--- src/rtl/mash_sdm.sv ---
// MASH 1-1-1 sigma-delta modulator with run-time order select (1..3),
// optional LFSR dither at the stage-1 LSB, and a registered multi-bit
// noise-cancelled divider offset.
module mash_sdm #(
    parameter int W      = 24,
    parameter int OUT_W  = 4,
    parameter int LFSR_W = 15
) (
    input  logic             CLK,
    input  logic             RST,
    input  logic             en,
    input  logic [W-1:0]     frac,
    input  logic [1:0]       order,
    input  logic             dither_en,
    output logic [OUT_W-1:0] div_off,
    output logic [W-1:0]     qe,
    output logic             lfsr_bit
);

    // Zero-extend a single carry into the output width; the network is then
    // evaluated in modulo-2^OUT_W arithmetic, which yields the two's-complement result.
    function automatic logic [OUT_W-1:0] ext1(input logic b);
        return {{(OUT_W-1){1'b0}}, b};
    endfunction

    logic [W-1:0]      acc1_q, acc2_q, acc3_q;
    logic              c2_d1_q, c3_d1_q, c3_d2_q;
    logic [OUT_W-1:0]  div_off_q;
    logic [W-1:0]      qe_q;
    logic [LFSR_W-1:0] lfsr_q;

    logic [1:0]        ord_eff;
    logic              stage2_on, stage3_on;
    logic              dith;
    logic [W-1:0]      in1;
    logic [W:0]        sum1_d, sum2_d, sum3_d;
    logic              c1, c2, c3;
    logic [OUT_W-1:0]  y_d;
    logic              lfsr_fb;
    logic [LFSR_W-1:0] lfsr_d;

    // Combinational accumulator chain, stage gating and noise cancellation
    always_comb begin
        ord_eff   = (order == 2'd0) ? 2'd1 : order;
        stage2_on = (ord_eff >= 2'd2);
        stage3_on = (ord_eff == 2'd3);

        // Dither bit is the current LFSR output, applied before it advances
        dith = dither_en & lfsr_q[LFSR_W-1];
        in1  = frac + {{(W-1){1'b0}}, dith};

        sum1_d = {1'b0, acc1_q} + {1'b0, in1};
        sum2_d = '0;
        sum3_d = '0;
        if (stage2_on) begin
            sum2_d = {1'b0, acc2_q} + {1'b0, sum1_d[W-1:0]};
        end
        if (stage3_on) begin
            sum3_d = {1'b0, acc3_q} + {1'b0, sum2_d[W-1:0]};
        end

        c1 = sum1_d[W];
        c2 = sum2_d[W];
        c3 = sum3_d[W];

        // y = c1 + (c2 - c2_d1) + (c3 - 2*c3_d1 + c3_d2)
        y_d = ext1(c1)
            + ext1(c2) - ext1(c2_d1_q)
            + ext1(c3) - (ext1(c3_d1_q) << 1) + ext1(c3_d2_q);

        // Fibonacci LFSR for x^LFSR_W + x^(LFSR_W-1) + 1
        lfsr_fb = lfsr_q[LFSR_W-1] ^ lfsr_q[LFSR_W-2];
        lfsr_d  = {lfsr_q[LFSR_W-2:0], lfsr_fb};
    end

    // State update on enabled edges; disabled stages are held at zero
    always_ff @(posedge CLK or posedge RST) begin
        if (RST) begin
            acc1_q    <= '0;
            acc2_q    <= '0;
            acc3_q    <= '0;
            c2_d1_q   <= 1'b0;
            c3_d1_q   <= 1'b0;
            c3_d2_q   <= 1'b0;
            div_off_q <= '0;
            qe_q      <= '0;
            lfsr_q    <= {{(LFSR_W-1){1'b0}}, 1'b1};
        end else if (en) begin
            acc1_q    <= sum1_d[W-1:0];
            acc2_q    <= sum2_d[W-1:0];
            acc3_q    <= sum3_d[W-1:0];
            c2_d1_q   <= c2;
            c3_d1_q   <= c3;
            c3_d2_q   <= stage3_on ? c3_d1_q : 1'b0;
            div_off_q <= y_d;
            qe_q      <= sum1_d[W-1:0];
            lfsr_q    <= lfsr_d;
        end
    end

    assign div_off  = div_off_q;
    assign qe       = qe_q;
    assign lfsr_bit = lfsr_q[LFSR_W-1];

endmodule
--- config.mk ---
export PLATFORM = sky130hd
export DESIGN_NAME = mash_sdm
export DESIGN_NICKNAME = d
export VERILOG_FILES = /design/src/rtl/mash_sdm.sv
export SDC_FILE = /design/constraint.sdc
export NUM_CORES = 1
export LEC_CHECK = 0
export ABC_AREA = 1
export ABC_CLOCK_PERIOD_IN_PS = 6590
export CORE_MARGIN = 2
export CORE_UTILIZATION = 32
export DETAILED_ROUTE_END_ITERATION = 8
export GPL_ROUTABILITY_DRIVEN = 0
export PLACE_DENSITY = 0.47
export SLEW_MARGIN = 40
export SYNTH_ARGS = -nofsm -noshare
export SYNTH_HDL_FRONTEND = slang
export SYNTH_SLANG_ARGS = --single-unit
--- constraint.sdc ---
create_clock -name CLK -period 6.59 [get_ports CLK]
set_input_delay 1.318 -clock CLK [delete_from_list [all_inputs] [get_ports CLK]]
set_output_delay 1.318 -clock CLK [all_outputs]
set_load 0.1 [all_outputs]
==> results of run 1 <==
[flip-flops by register name, summed over array words and instances, names as in the netlist]
name and count:
qe 24, c3_d1_q 1, div_off 4, acc2_q 24
c2_d1_q 1, lfsr_q 15, acc3_q 24, c3_d2_q 1
[through the flow]
stage               TNS, ns  setup WS [ns]
global placement     -10.02          -1.18
floorplan                 0          0.263
detailed placement   -10.18          -1.15
CTS                  -0.823         -0.244
global route         -0.584         -0.253
finish                    0          0.144
[routing by layer]
metal	wire length [microns]	up-vias	share of wire (%)
li1	-	5328	-
met1	14900	4823	46
met3	626	58	1.9
met2	15800	140	49
met4	1220	0	3.7
met5	0	-	0
[cells by family after synthesis]
logic type	after synthesis
compound gates	154
xor+xnor	32
simple gates	858
flops	94
fa+ha+maj	94
buf+inv	212
[worst paths after layout]
check | slack [ns] | to | depth (start not counted)
worst max-delay path | 0.14 | div_off[2] | 40
worst min-delay path | 0.47 | lfsr_q[9] | 2
worst max register to register | 0.77 | div_off[2] | 37
worst min register to register | 0.47 | lfsr_q[9] | 2
max in group asynchronous | 4.20 | lfsr_q[0] | 4
min in group asynchronous | 1.36 | acc2_q[23] | 2
[placed cells by master, fill, tap and decap left out, types with 4 or more instances in the layout]
master	n
clkdlybuf4s50_1	16
clkbuf_16	9
nor2_2	18
xor2_4	5
nand3_1	56
xnor2_1	7
nor2_1	77
a21oi_2	33
nor3_2	8
ha_1	47
o21ai_1	5
o21ai_2	9
nor2_4	27
xor2_1	11
inv_4	5
o21ai_0	45
fa_1	4
inv_1	154
buf_4	307
ha_4	42
a21oi_1	39
nand2_2	83
nand3_4	4
buf_2	30
a21oi_4	6
buf_6	17
nand2_1	473
nand2_4	21
nand3_2	20
dlymetal6s2s_1	12
and2_4	9
xor2_2	8
inv_2	28
nand4_1	30
dfrtp_1	93
nand3b_1	11
[worst max-delay path: cells and delay by family]
kind | cells | cell delay, ns
adder cells (fa/ha/maj) | 5 | 1.22
AND/OR/NAND/NOR | 20 | 2.19
AO/OA/AOI/OAI | 2 | 0.21
XOR/XNOR | 2 | 0.27
buffers and inverters | 11 | 1.45
[timing repair]
action / in CTS / in global routing
pin swaps: 61 / 162
gates cloned: 0 / 0
resized for setup: 167 / 289
setup endpoints to repair: 15 / 20
buffers inserted: 16 / 35
[final cells by class]
cell class              count  area, sq um  area share, %
inverters                 190          732           5.01
repair buffers            385         3020           20.6
clock inverters             5         66.3          0.454
multi-input cells        1138         7730           52.9
well taps                 378          473           3.24
clock buffers              11          243           1.66
flip-flops and latches     94         2350           16.1
==> flow_summary.toml, run 1 <==
[run_status]
status = "finished clean"

[clocking]
cts.sinks = 94
cts_tree = "built"
cts_hold_buf = 0
clk_pin_slew_worst_paths_ns = 0.08
cts-root-buf = "clkbuf_16"
cts_max_path_buffers = 2
worstSkewPairLatency_ns = 0.36
h-tree-depth = 3
numCtsBuffers = 9

[routing]
drcViolationCount = 0
viasPerCell = 4.70
drtPass1Iterations = 5
drtIter0Drc = 466
wire_per_inst_microns = 14.8
dr_total_vias = 10300
wl_microns = 32600
ant_nets = 0

[sta]
fin_crit_ns = 6.45
rsz0062_at_grt = "true"
skew_ns = 0.0152
max_freq_mhz = 155
finalHoldViolCount = 0
min_period_over_period_pct = 97.8
relSlewSlack_pct = 45.7
slew_violations = 0
tightest_slew_ns = 0.815
hold_slack_ns = 0.473
finalSetupViolations = 0

[yosys]
synth_warnings = 0
synth_cells = 1444
synthXorXnorAreaFrac_pct = 3.10
synth_fa_ha_area_share_pct = 13.4
yosys.area.top_type_share_pct = 25.8
seq_area_frac_synth_pct = 26.1
synth_top_family_by_area = "simple AND/OR/NAND/NOR gates"
synth-compound-area-share_pct = 9.02
synth_common_cells = "nand2_1 (575), inv_1 (187), nor2_1 (115)"
yosys.area_share.simple_pct = 39.5
yosys_most_used_dff = "dfrtp_1"
ys_types = 44
synth.area.top_cells = "dfrtp_1 (26%), nand2_1 (24%), ha_1 (12%)"
synth-seq-cells = 94
avgSynthCellArea_sq_um = 6.25
synth_most_common_cell = "nand2_1"
synth_mux_area_share_pct = 0
syn_area_sq_um = 9030
syn_nets = 1568
synth.largest_area_cell = "dfrtp_1"
synth_edf_count = 0
async_flop_share_pct = 100

[setup_path]
cp.required_ns = 6.81
crit_path_start_kind = "input pin"
path_max_fanout = 6
endpoint_kind = "flip-flop"
crit_start = "frac[8]"
critPathKind = "in -> reg"
worst_path_max_delay_cell = "clkdlybuf4s50_1"
cp_data_arrival_time_ns = 6.66
timing.rr.start = "lfsr_q[14]"
slowest_delay_ns = 0.48
path_common_cell = "nand2_2"

[global_routing]
met3_usage_pct = 1.79
grt_pass1_wl_microns = 50000
use_met1_pct = 27.5
grt_remaining_overflow = 0
grt-busiest-layer = "met2"
grt_pass1_vias = 10100
grtUsageTotal_pct = 21.7
grt_antenna_before_repair = 0
grt_max_degree = 106
met2_usage_pct = 38.2

[floorplan]
core_sq_um = 27800
ioPinCount = 59
die_w_microns = 172
dieArea_sq_um = 29600
fp-row-count = 61
die_y_microns = 172
initial_utilization_pct = 32.5

[placed_design]
dp_hpwl_microns = 24200
place_inst = 2133
place_area_sq_um = 11900
io_buffers = 58

[flow_run]
drv_cap = 0

[layout]
fin_util_pct = 52.6
syn_to_final_growth_pct = 61.8
layout-drive-gt1-share_pct = 39.6
nNetsFinal = 1942
fin_area_sq_um = 14600
nFillCells = 2754
fin_cells = 2201
diodes = 0

[hold_path]
hp-start = "lfsr_q[9]"
hold_class = "reg -> reg"
Power of run 1 is not shown: default switching activity piles up to over one toggle a cycle in this logic, so the estimate is an artifact.
==> run 2: changes to the inputs <==
--- a/config.mk
+++ b/config.mk
@@ -6,7 +6,7 @@
 export NUM_CORES = 1
 export LEC_CHECK = 0
 export ABC_AREA = 1
-export ABC_CLOCK_PERIOD_IN_PS = 6590
+export ABC_CLOCK_PERIOD_IN_PS = 7300
 export CORE_MARGIN = 2
 export CORE_UTILIZATION = 32
 export DETAILED_ROUTE_END_ITERATION = 8
==> constraint.sdc (replaced) <==
create_clock -name CLK -period 7.3 [get_ports CLK]
set_input_delay 1.46 -clock CLK [delete_from_list [all_inputs] [get_ports CLK]]
set_output_delay 1.46 -clock CLK [all_outputs]
set_load 0.1 [all_outputs]
==> run 2 against run 1 <==
  * First-iteration DRC count rose by 14%
  * Setup slack better by 0.11 ns
  * Non-clock buffer count decreased by 87
  * Sequential share of layout area is 2.0 points higher
  * Critical path type unchanged
  * Clock skew decreased by 0.0062 ns
  * Count of clock-buffer cells in the layout down 2
  * Sequential cell count unchanged
  * Design area fell by 11%
  * Global-route usage is 0.83 points lower
  * Register-to-register slack improved by 0.55 ns
  * Worst hold slack gained 0.0021 ns
  * Final cell count decreased by 4.0%
==> flow_summary.toml, run 2 (synthesis results as in run 1) <==
[run_status]
status = "finished clean"

[setup_path]
critPathKind = "in -> reg"
crit_buf_inv = 10
cp.required_ns = 7.53
crit_path_start_kind = "input pin"
timing.rr.end = "div_off[2]"
slowest_delay_ns = 0.45
endpoint_kind = "flip-flop"
reg2reg_slack_ns = 1.32
path_max_fanout = 5
reg2regPathDepth = 45
cp_data_arrival_time_ns = 7.28
timing.rr.start = "lfsr_q[14]"
critPathTopFamily = "simple AND/OR/NAND/NOR gates"
worst_path_max_delay_cell = "clkdlybuf4s50_1"

[global_routing]
met2_usage_pct = 36.9
grt-busiest-layer = "met2"
grt_pass1_wl_microns = 48100
grt_max_degree = 60
use_met1_pct = 26.6
grtUsageTotal_pct = 20.9
grt_remaining_overflow = 0
met3_usage_pct = 2.24
grt_pass1_vias = 9609
grt_antenna_before_repair = 0

[routing]
viasPerCell = 4.67
drtPass1Iterations = 5
wire_per_inst_microns = 14.6
wl_microns = 30800
ant_nets = 0
drtIter0Drc = 533
dr_total_vias = 9872
drcViolationCount = 0

[layout]
final_cell_mix = "nand2_1 (521), buf_4 (237), inv_1 (167)"
layout-drive-gt1-share_pct = 29.3
final_common_cell = "nand2_1"
fin_area_sq_um = 13000
diodes = 0
nNetsFinal = 1855
syn_to_final_growth_pct = 44.2

[flow_run]
drv_cap = 0

[hold_path]
hold_depth = 2
hold_class = "reg -> reg"
hp-start = "lfsr_q[12]"
worstHoldEndpoint = "lfsr_q[12]"

[clocking]
clk_pin_slew_worst_paths_ns = 0.08
cts_max_path_buffers = 2
cts-root-buf = "clkbuf_16"
cts_tree = "built"
h-tree-depth = 3
worstSkewPairLatency_ns = 0.36
cts_hold_buf = 0
cts.sinks = 94
numCtsBuffers = 9

[placed_design]
post-place-ws_ns = -0.601
io_buffers = 58
place_area_sq_um = 11500
dp_hpwl_microns = 23700

[floorplan]
die_y_microns = 172
die_w_microns = 172
fp-row-count = 61
initial_utilization_pct = 32.5
ioPinCount = 59
core_sq_um = 27800
dieArea_sq_um = 29600

[sta]
relSlewSlack_pct = 52.2
hold_slack_ns = 0.475
finalHoldViolCount = 0
min_period_over_period_pct = 96.5
slew_violations = 0
fin_crit_ns = 7.05
final.setup.worst_slack_ns = 0.252
fin_setup_tns_ns = 0
finalSetupViolations = 0
skew_ns = 0.00890
tightest_slew_ns = 0.717
max_freq_mhz = 142
## run 2: worst max-delay path by stage
stage / end / depth (start not counted) / startpoint
floorplan: div_off[2] / 43 / dither_en
global placement: div_off[2] / 44 / dither_en
detailed placement: div_off[2] / 44 / dither_en
CTS: div_off[2] / 46 / dither_en
global route: div_off[2] / 46 / dither_en
finish: div_off[2] / 46 / dither_en
## run 2: area by class of cell
cell class                 instances  area (sq um)
clock buffer                       9           225
clock inverter                     7          68.8
fill                            2974         14800
inverter                         190           719
multi-input combinational       1138          6940
sequential                        94          2350
tap                              378           473
timing repair buffer             298          2240
## run 2: metal layers
metal / vias to the layer above / wire [microns]
met5: - / 0
met4: 0 / 944
met3: 48 / 660
met2: 133 / 14800
met1: 4518 / 14400
li1: 5173 / -
## run 2: per-stage QoR
step / cells / util [%]
floorplan: 1444 / -
global placement: 2077 / 41.9
detailed placement: 2077 / 41.4
CTS: 2093 / 42.6
global route: 2114 / 46.9
finish: 2114 / 46.9
## run 2: what timing repair did
action,CTS,global route
setup buffers,0,21
endpoints found under the setup margin,3,9
gates resized for setup,8,246
pin swaps,0,93
## run 2: worst min-delay path: cells and delay by family, from the launching register on
kind             cells  cell delay, ns
flip-flops           1            0.35
AND/OR/NAND/NOR      2            0.10
Power of run 2 is left out for the same reason.
==> run 3: changes to the inputs <==
--- a/config.mk
+++ b/config.mk
@@ -5,13 +5,11 @@
 export SDC_FILE = /design/constraint.sdc
 export NUM_CORES = 1
 export LEC_CHECK = 0
-export ABC_AREA = 1
-export ABC_CLOCK_PERIOD_IN_PS = 7300
 export CORE_MARGIN = 2
 export CORE_UTILIZATION = 32
 export DETAILED_ROUTE_END_ITERATION = 8
 export GPL_ROUTABILITY_DRIVEN = 0
-export PLACE_DENSITY = 0.47
+export PLACE_DENSITY = 0.48
 export SLEW_MARGIN = 40
 export SYNTH_ARGS = -nofsm -noshare
 export SYNTH_HDL_FRONTEND = slang
==> run 3 against run 2 <==
  * Synthesized cell count down 41%
  * Wire length fell by 23%
  * Sequential cell count unchanged
  * Setup slack worse by 0.11 ns
  * First-iteration DRC count decreased by 56%
  * Non-clock buffer count grew 29
  * Final cell count decreased by 29%
  * Core utilization increased by 0.75 points
  * Global-route usage fell by 2.6 points
  * Sequential share of layout area is 2.2 points higher
==> flow_summary.toml, run 3 <==
[sta]
skew_ns = 0.0102
max_freq_mhz = 140
relSlewSlack_pct = 51.8
fin_crit_ns = 7.16
rsz0062_at_grt = "true"
slew_violations = 0
min_period_over_period_pct = 98.1
hold_slack_ns = 0.494
fin_setup_tns_ns = 0
tightest_slew_ns = 0.722
finalSetupViolations = 0
finalHoldViolCount = 0

[floorplan]
initial_utilization_pct = 32.6
core_sq_um = 24400
ioPinCount = 59
fp-row-count = 57
dieArea_sq_um = 26200
die_y_microns = 162
die_w_microns = 162

[layout]
final_common_cell = "buf_4"
layout-drive-gt1-share_pct = 40.4
diodes = 0
final_cell_mix = "buf_4 (264), dfrtp_1 (93), ha_1 (81)"
nFillCells = 2435
syn_to_final_growth_pct = 45.9
fin_area_sq_um = 11600
nNetsFinal = 1293

[yosys]
synth_common_cells = "dfrtp_1 (93), ha_1 (89), a21oi_1 (65)"
synth.largest_area_cell = "dfrtp_1"
avgSynthCellArea_sq_um = 9.28
synth_most_common_cell = "dfrtp_1"
synth.area.top_cells = "dfrtp_1 (29%), ha_1 (14%), mux2_2 (6.6%)"
async_flop_share_pct = 100
syn_nets = 982
synth-seq-cells = 94
syn_area_sq_um = 7960
ys_types = 67
seq_area_frac_synth_pct = 29.6
synth_edf_count = 0
yosys_most_used_dff = "dfrtp_1"
synth_cells = 858
yosys.area.top_type_share_pct = 29.2
synth_warnings = 0

[setup_path]
cp.required_ns = 7.54
path_common_cell = "a21o_1"
timing.rr.end = "div_off[2]"
worst_path_max_delay_cell = "a2111o_1"
critPathKind = "in -> reg"
endpoint_kind = "flip-flop"
reg2reg_slack_ns = 0.83
reg2regPathDepth = 31
crit_path_start_kind = "input pin"
path_max_fanout = 4
slowest_delay_ns = 0.41
timing.rr.start = "lfsr_q[14]"
cp_data_arrival_time_ns = 7.40

[routing]
dr_total_vias = 7450
viasPerCell = 4.97
drtIter0Drc = 236
drcViolationCount = 0
drtPass1Iterations = 4
wl_microns = 23700
wire_per_inst_microns = 15.8
ant_nets = 0

[clocking]
cts.sinks = 94
cts_max_path_buffers = 2
h-tree-depth = 3
cts_tree = "built"
cts-root-buf = "clkbuf_16"
worstSkewPairLatency_ns = 0.36
numCtsBuffers = 9
clk_pin_slew_worst_paths_ns = 0.08

[global_routing]
grt_max_degree = 68
grt_remaining_overflow = 0
grtUsageTotal_pct = 18.3
grt_antenna_before_repair = 0
grt_pass1_vias = 7474
grt_pass1_wl_microns = 38400

[run_status]
status = "finished clean"

[hold_path]
worstHoldEndpoint = "lfsr_q[0]"
hp-start = "lfsr_q[0]"
hold_depth = 2
hold_class = "reg -> reg"

[placed_design]
io_buffers = 58
place_area_sq_um = 10500
dp_hpwl_microns = 17900

[flow_run]
drv_cap = 0
run 3: timing repair:
action,in CTS,in global routing
hold buffers,0,0
pin swaps,62,58
setup buffers,25,11
gates resized for setup,62,56
endpoints found under the setup margin,5,9
run 3: worst max path at each step:
stage / startpoint / end / slack, ns
after floorplan: dither_en / div_off[2] / 0.02
after global placement: dither_en / div_off[2] / -0.72
after detailed placement: dither_en / div_off[2] / -0.78
after CTS: frac[3] / div_off[3] / 0.001
after global routing: dither_en / div_off[2] / -0.12
final: dither_en / div_off[2] / 0.14
run 3: layout make-up:
type                    count  area, sq um  share of cell area (%)
multi-input cells         704         5980                    51.5
repair buffers            327         2460                    21.2
flip-flops and latches     94         2350                    20.3
well taps                 324          405                    3.49
clock buffers              10          229                    1.97
inverters                  33          126                    1.09
clock inverters             6         52.6                   0.452
run 3: kinds of logic (layout without fill, tap and decap cells):
group / Yosys count / in the layout / share of synthesized area, %
buffers and inverters: 60 / 376 / 2.83
AO/OA/AOI/OAI: 250 / 250 / 21.8
XOR/XNOR: 78 / 78 / 8.58
adder cells (fa/ha/maj): 94 / 94 / 15.2
multiplexers: 51 / 51 / 7.21
flip-flops: 94 / 94 / 29.6
AND/OR/NAND/NOR: 231 / 231 / 14.8
run 3: routing by layer:
layer,global-route usage (%),wire [microns]
met2,30.7,11200
met3,1.99,387
met4,3.70,257
met5,0,0
met1,25.7,11900
run 3: critical path: cells and delay by family:
kind,cells,cell delay [ns]
AND/OR/NAND/NOR,4,0.64
adder cells (fa/ha/maj),7,1.87
multiplexers,1,0.25
AO/OA/AOI/OAI,15,2.60
XOR/XNOR,3,0.41
buffers and inverters,2,0.17
run 3: through the flow:
step	cells	setup WS, ns	util (%)
floorplan	858	0.0250	-
global placement	1447	-0.719	43.8
detailed placement	1447	-0.775	43.2
CTS	1487	0.00119	46.2
global route	1498	-0.124	47.6
finish	1498	0.141	47.6
Power of run 3 is left out for the same reason.
